File: src/rtl/register_file.sv
// rtl/register_file.sv - multi-port register file with PC and power-up clear sweep; optional REGFILE_BYPASS_EN write-to-read forwarding
module register_file #(
    parameter int              XLEN     = 32,
    parameter int              NREG     = 32,
    parameter int              NRD      = 2,
    parameter logic [XLEN-1:0] RESET_PC = '0
) (
    input  logic                      clk,
    input  logic                      rst,
    input  logic [NRD*$clog2(NREG)-1:0] rs_select,
    output logic [NRD*XLEN-1:0]       rs,
    input  logic [$clog2(NREG)-1:0]   rd_select,
    input  logic [XLEN-1:0]           rd,
    input  logic [XLEN/8-1:0]         rd_bmask,
    input  logic                      write_enable,
    input  logic [XLEN-1:0]           next_pc,
    input  logic                      pc_enable,
    output logic [XLEN-1:0]           pc,
    output logic                      ready
);

    localparam int AW = $clog2(NREG);

    localparam logic [0:0] INIT = 1'b0;
    localparam logic [0:0] RUN  = 1'b1;

    logic [0:0]      state;
    logic [AW-1:0]   clr_idx;
    logic [XLEN-1:0] regs [NREG];
    logic            wr_ok;
    logic [AW-1:0]   rd_sel;

    // Select 0 is hardwired zero; selects past NREG-1 address nothing.
    function automatic logic in_range(input logic [AW-1:0] s);
        return (s != '0) && (32'(s) < 32'(NREG));
    endfunction

    function automatic logic [XLEN-1:0] merge(input logic [XLEN-1:0] old_v,
                                              input logic [XLEN-1:0] new_v,
                                              input logic [XLEN/8-1:0] mask);
        logic [XLEN-1:0] v;
        v = old_v;
        for (int b = 0; b < XLEN/8; b++) begin
            if (mask[b]) v[8*b +: 8] = new_v[8*b +: 8];
        end
        return v;
    endfunction

    assign ready = (state == RUN);
    assign wr_ok = (state == RUN) && write_enable && in_range(rd_select);

    always_ff @(posedge clk) begin
        if (rst) begin
            state   <= INIT;
            clr_idx <= '0;
        end else if (state == INIT) begin
            clr_idx <= clr_idx + 1'b1;
            if (clr_idx == AW'(NREG - 1)) state <= RUN;
        end
    end

    always_ff @(posedge clk) begin
        if (rst) begin
            pc <= RESET_PC;
        end else if (state == RUN && pc_enable) begin
            pc <= next_pc;
        end
    end

    // Storage has no reset; the INIT sweep is the only way contents get cleared.
    always_ff @(posedge clk) begin
        if (!rst) begin
            if (state == INIT) begin
                regs[clr_idx] <= '0;
            end else if (wr_ok) begin
                regs[rd_select] <= merge(regs[rd_select], rd, rd_bmask);
            end
        end
    end

    always_comb begin
        rs     = '0;
        rd_sel = '0;
        for (int k = 0; k < NRD; k++) begin
            rd_sel = rs_select[k*AW +: AW];
            if (state == RUN && in_range(rd_sel)) begin
                rs[k*XLEN +: XLEN] = regs[rd_sel];
`ifdef REGFILE_BYPASS_EN
                if (wr_ok && rd_sel == rd_select) begin
                    rs[k*XLEN +: XLEN] = merge(regs[rd_sel], rd, rd_bmask);
                end
`endif
            end
        end
    end

endmodule

File: config.mk
export PLATFORM = sky130hd
export DESIGN_NAME = register_file
export DESIGN_NICKNAME = d
export VERILOG_FILES = /design/src/rtl/register_file.sv
export SDC_FILE = /design/constraint.sdc
export NUM_CORES = 1
export LEC_CHECK = 0
export CAP_MARGIN = 0
export CORE_MARGIN = 2
export CORE_UTILIZATION = 50
export DETAILED_ROUTE_END_ITERATION = 10
export PLACE_DENSITY_LB_ADDON = 0.15
export SLEW_MARGIN = 20
export SYNTH_ARGS = -nofsm -noshare
export SYNTH_HDL_FRONTEND = slang
export SYNTH_SLANG_ARGS = --single-unit
File: constraint.sdc
create_clock -name clk -period 5.2 [get_ports clk]
set_input_delay 1.04 -clock clk [delete_from_list [all_inputs] [get_ports clk]]
set_output_delay 1.04 -clock clk [all_outputs]
set_load 0.1 [all_outputs]
==> results of run 1 <==
stage by stage:
step	util	total power [mW]
floorplan	-	10.13
global placement	0.5535	10.51
detailed placement	0.5535	10.53
CTS	0.5915	18.56
global route	0.5919	18.93
finish	0.5919	18.52
final timing paths:
check | from | end | cells past startpoint
max | rs_select[0] | rs[15] | 6
min | pc[22] | pc[22] | 2
max reg2reg | ready | regs[0][9] | 8
min reg2reg | pc[22] | pc[22] | 2
synth_stat cells (5+ instances only):
library cell,n
sky130_fd_sc_hd__edfxtp_1,1024
sky130_fd_sc_hd__mux2i_1,497
sky130_fd_sc_hd__a22oi_1,315
sky130_fd_sc_hd__mux4_2,252
sky130_fd_sc_hd__nor2_1,153
sky130_fd_sc_hd__nand3_1,130
sky130_fd_sc_hd__nand2_1,122
sky130_fd_sc_hd__clkbuf_1,116
sky130_fd_sc_hd__buf_2,108
sky130_fd_sc_hd__a21oi_1,100
sky130_fd_sc_hd__nand4_1,60
sky130_fd_sc_hd__nor2b_1,43
sky130_fd_sc_hd__dfxtp_1,38
sky130_fd_sc_hd__and2_1,35
sky130_fd_sc_hd__a211oi_1,32
sky130_fd_sc_hd__buf_6,10
sky130_fd_sc_hd__or2_1,9
sky130_fd_sc_hd__buf_1,7
sky130_fd_sc_hd__nor3_1,6
sky130_fd_sc_hd__buf_4,5
sky130_fd_sc_hd__nand3b_1,5
sky130_fd_sc_hd__nor3b_1,5
registers in the layout, indices dropped and copies added, names as in the netlist:
register and count:
regs 1024, pc 32, clr_idx 5, ready 1
cell families (layout without fill, tap and decap cells):
| logic type | after synthesis | in the layout | synth area share |
|---|---|---|---|
| flops | 1062 | 1062 | 0.6365 |
| mux | 755 | 755 | 0.2167 |
| simple gates | 582 | 582 | 0.05679 |
| compound gates | 464 | 464 | 0.06548 |
| buf+inv | 249 | 584 | 0.02350 |
| xor+xnor | 3 | 3 | 0.0005308 |
| fa+ha+maj | 2 | 2 | 0.0005054 |
| other cells | 0 | 1 | 0 |
routing by layer:
metal / wire length [um] / vias up / part of all wire
met5: 43 / - / 0.00027
met1: 60170 / 16810 / 0.37
met2: 74840 / 2257 / 0.47
met3: 17560 / 461 / 0.11
met4: 8212 / 8 / 0.051
li1: - / 13170 / -
area by class of cell:
cell class	instances	area share
diodes	1	0.00004302
clock buffers	121	0.04839
clock inverters	84	0.01572
inverters	3	0.0001936
multi-input cells	1806	0.2927
flip-flops and latches	1062	0.5417
well taps	1287	0.02768
repair buffers	376	0.07356
tightest hold or removal path: cells and delay by family, from the launching register on:
kind	cells	cell delay (ps)
AOI/OAI and AO/OA	1	50
and+or+nand+nor	1	50
DFF	1	310
power by group through the flow:
stage	Combinational (mW)	Clock, mW	Sequential, mW
finish	1.04	8.16	9.33
global route	1.07	8.53	9.33
CTS	1.02	8.21	9.33
detailed placement	1.02	0	9.51
global placement	1.00	0	9.51
floorplan	0.634	0	9.50
==> results by group, run 1 <==
Run status
  • Result of the run: completed

Placed design
  • Placed cell areas: 54400 um2
  • HPWL after detailed placement: 105300 um
  • Count of buffers inserted at the top-level ports: 183
  • Pre-CTS setup slack: 415.5 ps
  • GPL Wtd Cong: 0.8993
  • Number of placed instances, taps included: 4533

Floorplanning
  • Num rows: 115
  • Placeable core area: 98280 um2
  • Floorplan die height: 318.7 um
  • Initial core utilization: 0.5038
  • I/O pin cnt: 184
  • Width of the die: 318.7 um
  • Area of the die: 101500 um2

Clock tree
  • Level count of the clock H-tree: 3
  • CTS max path bufs: 3
  • Post-CTS setup buffers: 0
  • Clock tree from TritonCTS: done
  • Hold Buf Count CTS: 0
  • Num Clock Sinks: 1062
  • Skew-Pair Late Insertion Delay: 700 ps
  • CTS Root Cell: sky130_fd_sc_hd__clkbuf_16
  • Clock transition at path regs: 60 ps
  • Post-CTS Resized: 0
  • Number of CTS-inserted buffers: 108

Timing
  • Worst setup skew after layout: 26.36 ps
  • Number of pins exceeding their max-slew limit in the final report: 0
  • Setup repair after global routing missed its margin: false
  • Final setup fails: 0
  • Worst Tran Pin Value: 1101 ps
  • Fmax: 211.3 MHz
  • Setup TNS Final: 0 ps
  • Smallest hold slack: 456.3 ps
  • Hold Fails Final Rpt: 0
  • Worst relative slew slack: 0.2634
  • Share of the clock period used by the worst path: 0.9103
  • Post-route worst setup slack: 466.3 ps
  • Final critical path time including I/O delays and setup: 4734 ps

Power
  • Switching power of the nets: 4.079 mW
  • Internal power consumption: 14.44 mW
  • Sequential share of power: 0.504
  • Static leakage: 18.15 nW
  • Worst IR drop on VDD: 0.0002656 V
  • Portion of total power attributed to the clock network: 0.440
  • Switch share: 0.2202
  • Share of total power in combinational logic: 0.056
  • P per Cell Area: 318.4 nW/um2

Setup path
  • Setup CP Type: in -> out
  • Largest fanout of any net on the critical path: 27
  • Kind of start point of the critical path: input pin
  • Setup slack of the worst register-to-register path: 1150 ps
  • Crit path capture type: output port
  • Worst path top cell family by delay: buffers and inverters
  • Worst path buffer plus inverter count: 3
  • CP max-delay cell: sky130_fd_sc_hd__mux4_2
  • Critical Path AT: 3690 ps
  • Chain of cells forming the critical path: buf_4, buf_4, mux4_2, a22oi_1, nand4_1, buf_12
  • Worst path required time: 4160 ps
  • Critical Path Most Common Cell: sky130_fd_sc_hd__buf_4
  • Delay contributed by the slowest stage of the critical path: 570 ps

Global route
  • Met3 layer usage reported by global route: 0.07911
  • Maximum number of pins on one net before global-route repair: 114
  • Total routing resource utilization after global routing: 0.3129
  • Antenna violations before repair: 8
  • Via count of the first global-routing pass: 32910
  • Grt total ovfl: 0
  • Global-route track usage on met2: 0.4878
  • Global-route layer with the greatest usage: met2
  • GR met1 Demand/Resource: 0.4121
  • Wire length of the first global-routing pass: 229700 um

Logic synthesis
  • Cell accounting for the most synthesized area: sky130_fd_sc_hd__edfxtp_1
  • Number of synthesized register bits: 1062
  • Sequential area share after synthesis: 0.6365
  • Number of instances in the synthesized netlist: 3117
  • Synth top area share: 0.6211
  • Synth Cell Area: 49510 um2
  • Post-synthesis average cell area: 15.88 um2
  • Proportion of synthesized flip-flops having asynchronous set or reset: 0
  • Dominant synthesized flop cell: sky130_fd_sc_hd__edfxtp_1
  • Count of flip-flops with a built-in enable after synthesis: 1024
  • Synth area leaders: sky130_fd_sc_hd__edfxtp_1 62%, sky130_fd_sc_hd__mux4_2 11%, sky130_fd_sc_hd__mux2i_1 10%
  • Mapped Nets: 3206
  • Number of different library cells in the post-synthesis netlist: 42
  • Count of yosys warnings during synthesis: 0

Routing
  • Total DRC errors in the routed layout: 0
  • Number of vias per cell after detailed routing: 6.899
  • DR WL/cell: 33.93 um
  • Wire length after detailed routing: 160800 um
  • Number of DRC violations after detailed-routing iteration 0: 4621
  • Routed Antenna Nets: 0
  • TritonRoute pass-1 iters: 6
  • Via count: 32700

Final layout
  • Layout cell share with drive strength beyond 1: 0.2196
  • Area Overhead vs Synth: 17.50%
  • Most frequent cells in the layout: 1024 x sky130_fd_sc_hd__edfxtp_1, 494 x sky130_fd_sc_hd__mux2i_1, 315 x sky130_fd_sc_hd__a22oi_1
  • Final Non-Filler Cells: 4740
  • Multi-input gate area: 17030 um2
  • Layout fillers: 7269
  • Nets: 3446
  • Area of all placed cells without fillers: 58170 um2
  • Flip-flop and latch area: 31510 um2
  • Commonest non-fill, non-tap cell in the layout: sky130_fd_sc_hd__edfxtp_1

Job
  • Maximum capacitance violations: 0

Worst hold path
  • Class of the most critical hold timing path: reg -> reg
No activity file was read; power rests on OpenSTA's default activity.
==> inputs of run 2 (changes only) <==
Settings changed: DONT_BUFFER_PORTS set to 1, REMOVE_ABC_BUFFERS set to 1.
Clock period 5.2 ns to 6 ns, I/O delays scaled along.
==> run 2 against run 1 <==
Routed wire length shrank 1.2%. Clock power decreased by 8.9%. Worst hold slack improved by 110 ps. Sequential share of layout area grew 2.6 points. Clock skew increased by 3.1 ps. Utilization is 2.7 points lower. Cell count decreased by 4.6%. Critical path type unchanged.
==> results by group, run 2 (synthesized netlist as in run 1, its figures left out) <==
Run status
  • Result of the run: completed (unchanged)

Global route
  • Total routing resource utilization after global routing: 0.3099 (was 0.3129)
  • Via count of the first global-routing pass: 31400 (was 32910)
  • Grt total ovfl: 0 (unchanged)
  • Antenna violations before repair: 5 (was 8)
  • Wire length of the first global-routing pass: 225500 um (was 229700 um)
  • Maximum number of pins on one net before global-route repair: 388 (was 114)

Placed design
  • HPWL after detailed placement: 97780 um (was 105300 um)
  • Number of placed instances, taps included: 4313 (was 4533)
  • GPL Wtd Cong: 0.8955 (was 0.8993)
  • Placed cell areas: 51490 um2 (was 54400 um2)
  • Pre-CTS setup slack: 1209 ps (was 415.5 ps)
  • Count of buffers inserted at the top-level ports: 0 (was 183)

Setup path
  • Crit path capture type: output port (unchanged)
  • Largest fanout of any net on the critical path: 260 (was 27)
  • Critical Path AT: 4140 ps (was 3690 ps)
  • Worst path required time: 4800 ps (was 4160 ps)
  • Setup CP Type: in -> out (unchanged)
  • Path depth of the worst reg2reg path: 7 (was 8)
  • Kind of start point of the critical path: input pin (unchanged)

Clock tree
  • Clock transition at path regs: 60 ps (about the same)
  • CTS max path bufs: 3 (unchanged)
  • Skew-Pair Late Insertion Delay: 720 ps (was 700 ps)
  • Post-CTS Resized: 0 (unchanged)
  • Level count of the clock H-tree: 3 (unchanged)
  • CTS Root Cell: sky130_fd_sc_hd__clkbuf_16 (unchanged)
  • Clock tree from TritonCTS: done (unchanged)
  • Number of CTS-inserted buffers: 110 (was 108)
  • Num Clock Sinks: 1062 (unchanged)
  • Hold Buf Count CTS: 0 (unchanged)
  • Post-CTS setup buffers: 0 (unchanged)

Final layout
  • Share of the core filled with cells: 0.5647 (was 0.5919)
  • Layout cell share with drive strength beyond 1: 0.2087 (was 0.2196)
  • Nets: 3227 (was 3446)
  • Most frequent cells in the layout: 1024 x sky130_fd_sc_hd__edfxtp_1, 494 x sky130_fd_sc_hd__mux2i_1, 315 x sky130_fd_sc_hd__a22oi_1 (unchanged)
  • Final Non-Filler Cells: 4524 (was 4740)
  • Commonest non-fill, non-tap cell in the layout: sky130_fd_sc_hd__edfxtp_1 (unchanged)
  • Reg with most FFs: regs (unchanged)
  • Area of all placed cells without fillers: 55500 um2 (was 58170 um2)
  • Leading registers by flop count: regs (1024), pc (32), clr_idx (5) (unchanged)
  • Area Overhead vs Synth: 12.10% (was 17.50%)
  • Flip-flop count of the largest register after layout: 1024 (unchanged)

Timing
  • Final setup fails: 0 (unchanged)
  • Setup TNS Final: 0 ps (unchanged)
  • Setup repair after global routing missed its margin: false (unchanged)
  • Worst Tran Pin Value: 1330 ps (was 1101 ps)
  • Post-route worst setup slack: 662.3 ps (was 466.3 ps)
  • Fmax: 187.3 MHz
  • Smallest hold slack: 565.4 ps (was 456.3 ps)
  • Share of the clock period used by the worst path: 0.8896
  • Worst relative slew slack: 0.1133 (was 0.2634)
  • Worst setup skew after layout: 29.50 ps (was 26.36 ps)
  • Final critical path time including I/O delays and setup: 5338 ps
  • Number of pins exceeding their max-slew limit in the final report: 0 (unchanged)
  • Hold Fails Final Rpt: 0 (unchanged)

Job
  • Maximum capacitance violations: 0 (unchanged)

Power
  • Overall power after layout: 16.10 mW (was 18.52 mW)
  • Switching power of the nets: 3.264 mW (was 4.079 mW)
  • Static leakage: 17.06 nW (was 18.15 nW)
  • Portion of total power attributed to the clock network: 0.461 (was 0.440)
  • Switch share: 0.2027 (was 0.2202)
  • Internal power consumption: 12.84 mW (was 14.44 mW)
  • Share of total power in combinational logic: 0.037 (was 0.056)
  • Worst IR drop on VDD: 0.0002378 V (was 0.0002656 V)
  • P per Cell Area: 290.2 nW/um2 (was 318.4 nW/um2)
  • Sequential share of power: 0.502 (was 0.504)

Routing
  • DR WL/cell: 35.11 um (was 33.93 um)
  • TritonRoute pass-1 iters: 5 (was 6)
  • Total DRC errors in the routed layout: 0 (unchanged)
  • Via count: 31390 (was 32700)
  • Routed Antenna Nets: 0 (unchanged)
  • Wire length after detailed routing: 158900 um (was 160800 um)
  • Number of DRC violations after detailed-routing iteration 0: 4405 (was 4621)
  • Number of vias per cell after detailed routing: 6.939 (was 6.899)

Floorplanning
  • I/O pin cnt: 184 (unchanged)
  • Initial core utilization: 0.5038 (unchanged)
  • Floorplan die height: 318.7 um (unchanged)
  • Placeable core area: 98280 um2 (unchanged)
  • Width of the die: 318.7 um (unchanged)
  • Area of the die: 101500 um2 (unchanged)
  • Num rows: 115 (unchanged)

Worst hold path
  • Cell depth of the worst hold path: 1 (was 2)
  • Class of the most critical hold timing path: in -> reg (was reg -> reg)
==> run 2: cell types whose count changed in the layout (fill, tap and decap cells not counted), moves of 4 or more <==
cell                              change
sky130_fd_sc_hd__buf_12              -85
sky130_fd_sc_hd__clkdlybuf4s50_1    -113
sky130_fd_sc_hd__bufinv_16            +7
sky130_fd_sc_hd__clkbuf_1             +6
sky130_fd_sc_hd__nor2_1              -25
sky130_fd_sc_hd__clkinvlp_4           -9
sky130_fd_sc_hd__clkinv_1             +4
sky130_fd_sc_hd__buf_4               -23
sky130_fd_sc_hd__clkinv_2             -4
sky130_fd_sc_hd__clkinv_4             -7
sky130_fd_sc_hd__nor2_2              +25
==> run 2: worst paths after layout <==
check / to / slack, ps / from
worst max-delay path: rs[0] / 660 / rs_select[1]
worst min-delay path: pc[11] / 570 / rst
worst max register to register: regs[17][25] / 1270 / ready
worst min register to register: clr_idx[0] / 700 / clr_idx[0]
==> run 2: worst max-delay path, stage by stage <==
cell	delay, ps
sky130_fd_sc_hd__nand2_2	1250
sky130_fd_sc_hd__a211oi_1	150
sky130_fd_sc_hd__a21oi_1	190
sky130_fd_sc_hd__nand3_1	250
sky130_fd_sc_hd__nand4_1	260
sky130_fd_sc_hd__buf_4	320
==> run 2: power by group through the flow <==
stage	logic (mW)	registers (mW)	clock network, mW
after floorplan	0.376	8.23	0
after CTS	0.561	8.09	7.47
after global routing	0.588	8.09	7.75
after global placement	0.555	8.24	0
after detailed placement	0.559	8.24	0
final	0.588	8.09	7.43
==> run 2: routing by layer <==
layer	vias up	part of all wire	track usage
li1	12730	-	-
met3	341	0.12	0.07250
met2	2101	0.46	0.4843
met5	-	0.000082	0
met1	16220	0.38	0.4268
met4	2	0.037	0.1132
==> run 2: layout make-up <==
class | count | area (um2)
Fill cell | 7522 | 42780
Sequential cell | 1062 | 31510
Multi-Input combinational cell | 1806 | 17120
Clock buffer | 134 | 2939
Tap cell | 1287 | 1610
Timing Repair Buffer | 155 | 1286
Clock inverter | 75 | 1011
Inverter | 3 | 11.26
Antenna cell | 2 | 5.005
